[config.mk]
export PLATFORM = sky130hd
export DESIGN_NAME = sync_fifo_param
export DESIGN_NICKNAME = d
export VERILOG_FILES = /design/src/rtl/sync_fifo_param.sv
export SDC_FILE = /design/constraint.sdc
export NUM_CORES = 1
export LEC_CHECK = 0
export ABC_CLOCK_PERIOD_IN_PS = 3800
export CORE_UTILIZATION = 55
export DETAILED_ROUTE_END_ITERATION = 8
export DONT_BUFFER_PORTS = 1
export MAX_ROUTING_LAYER = met4
export PLACE_DENSITY = 0.74
export SETUP_SLACK_MARGIN = 0.3
export SLEW_MARGIN = 20
export SYNTH_ARGS = -nofsm -noshare
export SYNTH_HDL_FRONTEND = slang
export SYNTH_SLANG_ARGS = --single-unit
[constraint.sdc]
create_clock -name clk -period 3.8 [get_ports clk]
set_clock_uncertainty 0.15 [all_clocks]
set_input_delay 0.76 -clock clk [delete_from_list [all_inputs] [get_ports clk]]
set_output_delay 0.76 -clock clk [all_outputs]
set_load 0.05 [all_outputs]
[src/rtl/sync_fifo_param.sv]
// Single-clock parametrised FIFO with registered or first-word-fall-through read,
// programmable almost-full/almost-empty thresholds, occupancy count and sticky error flags.
module sync_fifo_param #(
    parameter int WIDTH    = 8,
    parameter int DEPTH    = 8,
    parameter int AF_LEVEL = DEPTH - 2,
    parameter int AE_LEVEL = 2,
    parameter int FWFT     = 0
) (
    input  logic                     clk,
    input  logic                     reset,
    input  logic                     w_en,
    input  logic [WIDTH-1:0]         din,
    input  logic                     r_en,
    input  logic                     err_clr,
    output logic [WIDTH-1:0]         dout,
    output logic                     full,
    output logic                     empty,
    output logic                     almost_full,
    output logic                     almost_empty,
    output logic [$clog2(DEPTH):0]   count,
    output logic                     overflow,
    output logic                     underflow
);
    localparam int AW = $clog2(DEPTH);

    logic [WIDTH-1:0] mem [DEPTH];
    logic [AW-1:0]    wr_ptr;
    logic [AW-1:0]    rd_ptr;
    logic             wa;
    logic             ra;

    always_comb begin
        full         = (count == (AW+1)'(DEPTH));
        empty        = (count == '0);
        almost_full  = (count >= (AW+1)'(AF_LEVEL));
        almost_empty = (count <= (AW+1)'(AE_LEVEL));
        ra           = r_en & ~empty;
        // a full FIFO still accepts a write when the same-cycle read frees a slot
        wa           = w_en & (~full | ra);
    end

    always_ff @(posedge clk) begin
        if (wa) begin
            mem[wr_ptr] <= din;
        end
    end

    always_ff @(posedge clk) begin
        if (reset) begin
            wr_ptr    <= '0;
            rd_ptr    <= '0;
            count     <= '0;
            overflow  <= 1'b0;
            underflow <= 1'b0;
        end else begin
            if (wa) begin
                wr_ptr <= wr_ptr + AW'(1);
            end
            if (ra) begin
                rd_ptr <= rd_ptr + AW'(1);
            end
            if (wa && !ra) begin
                count <= count + (AW+1)'(1);
            end else if (ra && !wa) begin
                count <= count - (AW+1)'(1);
            end
            // setting wins over a same-cycle clear
            if (w_en && !wa) begin
                overflow <= 1'b1;
            end else if (err_clr) begin
                overflow <= 1'b0;
            end
            if (r_en && empty) begin
                underflow <= 1'b1;
            end else if (err_clr) begin
                underflow <= 1'b0;
            end
        end
    end

    if (FWFT != 0) begin : g_fwft
        assign dout = mem[rd_ptr];
    end else begin : g_reg
        logic [WIDTH-1:0] dout_q;

        always_ff @(posedge clk) begin
            if (reset) begin
                dout_q <= '0;
            end else if (ra) begin
                dout_q <= mem[rd_ptr];
            end
        end

        assign dout = dout_q;
    end
endmodule

==> run metrics, run 1 <==
Num CTS Buffers 9; period utilization about 85%; final wirelength roughly 5.9 mm; critical path launch point type flip-flop; Die H 80.1 um; uppermost layer routed met4; setup bufs post-CTS 0; area leader, netlist edfxtp_1; Post-synth EDFFs 64; Setup CP Type flip-flop to flip-flop; Power Dens Cells roughly 710 mW/mm2; synth cell count leaders 64 x edfxtp_1, 25 x nor2_1, 20 x dfxtp_1; Slew headroom 40.0%; status complete, no violations; Warnings, synthesis 0; final number of max-transition violations 0; element type at the critical path end flip-flop; CTS tree built; CTS clk-pin slew, worst paths 0.09 ns; initial core utilization 57.0%; initial antenna violation count 0; # setup viols final 0; CTS Hold Bufs 0; Total Die Area 0.00642 mm2; multi-input logic area 976 um2; fmax 0.310 GHz; worst-case clock buffer depth 2; Detailed Place HPWL 3.93 mm; unrepaired setup endpoints after global routing false; Arr. time, crit path around 3.3 ns; most frequent cell after synthesis edfxtp_1; CORE AREA 0.00589 mm2; Via Count 1759; DR WL/cell approximately 20 um; Mapped Cells 201; Reg area 0.00232 mm2; slew of the pin with the lowest slew margin 0.899 ns; Layout area overhead 10.3%; Cell Rows 28; count of state elements after synthesis 84; H-tree depth 3; DR pass1 iterations 4; CP Max Fanout 8; Global Route Usage Sum a little over a fifth; final hold vios 0; port bufs 0; Synth Area per Inst 16.7 um2; Root Driver clkbuf_8; setup TNS 0 ns; Post-CTS Resized 0; post-synthesis cell type count 37; fillcell total 431; top post-synthesis cells by area edfxtp_1 57%, dfxtp_1 12%, mux4_2 11%; Die Wd 80.1 um; Antenna Diode Count 0; first-pass GRT wire length 9.20 mm; Post-DRT Antenna Nets 0; Leakage Power ~1.2 nW; Final min period 3.23 ns; First DRT Iteration DRCs 201; Most used DFF post-synth edfxtp_1; fraction of layout cells with a size suffix above 1 27.3%; Seq/Total Area, Yosys ~70%; met2 wire length 3.05 mm; met3 WL 544 um; WP data required 3.90 ns; Hold Path Class primary input to flip-flop; maximum VDD drop 0.000383 V; nets 234; clk_lat worst skew 0.35 ns; Overflow after GRT 0; clock sink count 84; pin count of the biggest net entering global routing 22; top-area cell type share of the netlist area 57.3%; metal1 wirelength ~2.2 mm; max cap viols 0; GP Congestion 0.772; Post-synth ARST share 0%; number of global-route vias before repair 1811; syn nets 220; cell area after synthesis 0.00335 mm2; via/cell ratio 5.96; # DRC 0; Hold Slack between 0.3 and 0.4 ns; Top Ports 31
## placed cells by master (no fill, tap or decap), types with 2 or more instances in the layout
cell type    n
edfxtp_1    64
nor2_1      25
dfxtp_1     20
mux4_2      16
buf_4       12
clkbuf_8     9
o22ai_1      8
nor3_2       8
nand2_1      5
ha_1         5
nor3_1       4
a21oi_1      4
inv_1        3
nand2b_1     3
xor2_1       3
nor2b_1      3
mux2i_1      2
xnor2_1      2
clkinv_4     2
clkinvlp_4   2
## worst paths after layout
check	endpoint	cells past startpoint	slack, ns	startpoint
worst max register to register	count[3]	11	0.57	count[3]
worst min-delay path	wr_ptr[1]	1	0.32	reset
worst min register to register	rd_ptr[2]	2	0.42	rd_ptr[2]
worst max-delay path	count[3]	11	0.57	count[3]
## report_power, final
group / switching, mW / internal, mW
sequential: 0.198 / 1.08
clock: 0.315 / 0.310
combinational: 0.431 / 0.307
## critical path: stages (launching register included)
cell,delay [ns]
dfxtp_1,0.32
buf_4,0.23
or4b_4,0.54
o21ai_4,0.25
inv_4,0.08
ha_1,0.21
inv_1,0.13
ha_1,0.29
a21oi_1,0.26
a211oi_1,0.13
a31oi_1,0.19
mux2_2,0.35
## sequential cells by signal (all words and copies together) (netlist names)
signal / cells
count: 4
dout: 8
mem: 64
overflow: 1
rd_ptr: 3
underflow: 1
wr_ptr: 3
## routing by layer
layer | vias to the layer above | global-route usage, %
li1 | 800 | -
met1 | 873 | 26.7
met4 | 0 | 11.4
met2 | 76 | 33.5
met3 | 10 | 5.11
met5 | - | -
## area by class of cell
type                       count  share of cell area, %
timing repair buffer          12                   2.43
sequential                    84                   62.7
clock inverter                 6                   1.99
tap                           75                   2.54
clock buffer                  10                   3.45
inverter                       4                  0.473
multi-input combinational    104                   26.4
## cell families after synthesis
kind of cell,synth area share (%)
buffers and inverters,2.01
xor gates and xnor gates,1.79
DFF,69.2
AOI/OAI and AO/OA,4.25
and+or+nand+nor,8.58
adders and majority gates,2.46
muxes,11.7
## per-stage QoR
step | worst slack (ns) | utilization (%) | cells | cell area [um2] | power, mW
2_1_floorplan | 0.652 | - | 201 | 3350 | 1.89
3_3_place_gp | 0.803 | 59.5 | 279 | 3500 | 2.01
3_5_place_dp | 0.589 | 59.5 | 279 | 3500 | 2.04
4_1_cts | 0.568 | 62.9 | 295 | 3700 | 2.66
5_1_grt | 0.371 | 62.9 | 295 | 3700 | 2.76
6_report | 0.569 | 62.9 | 295 | 3700 | 2.64
Note: power is estimated with default switching activity, not from simulation.
==> run 2, diff against run 1 <==
Settings changed: CTS_CLUSTER_SIZE from default to 12.
==> results of run 2 <==
No change in the layout: final DEF, timing and power equal those of run 1.
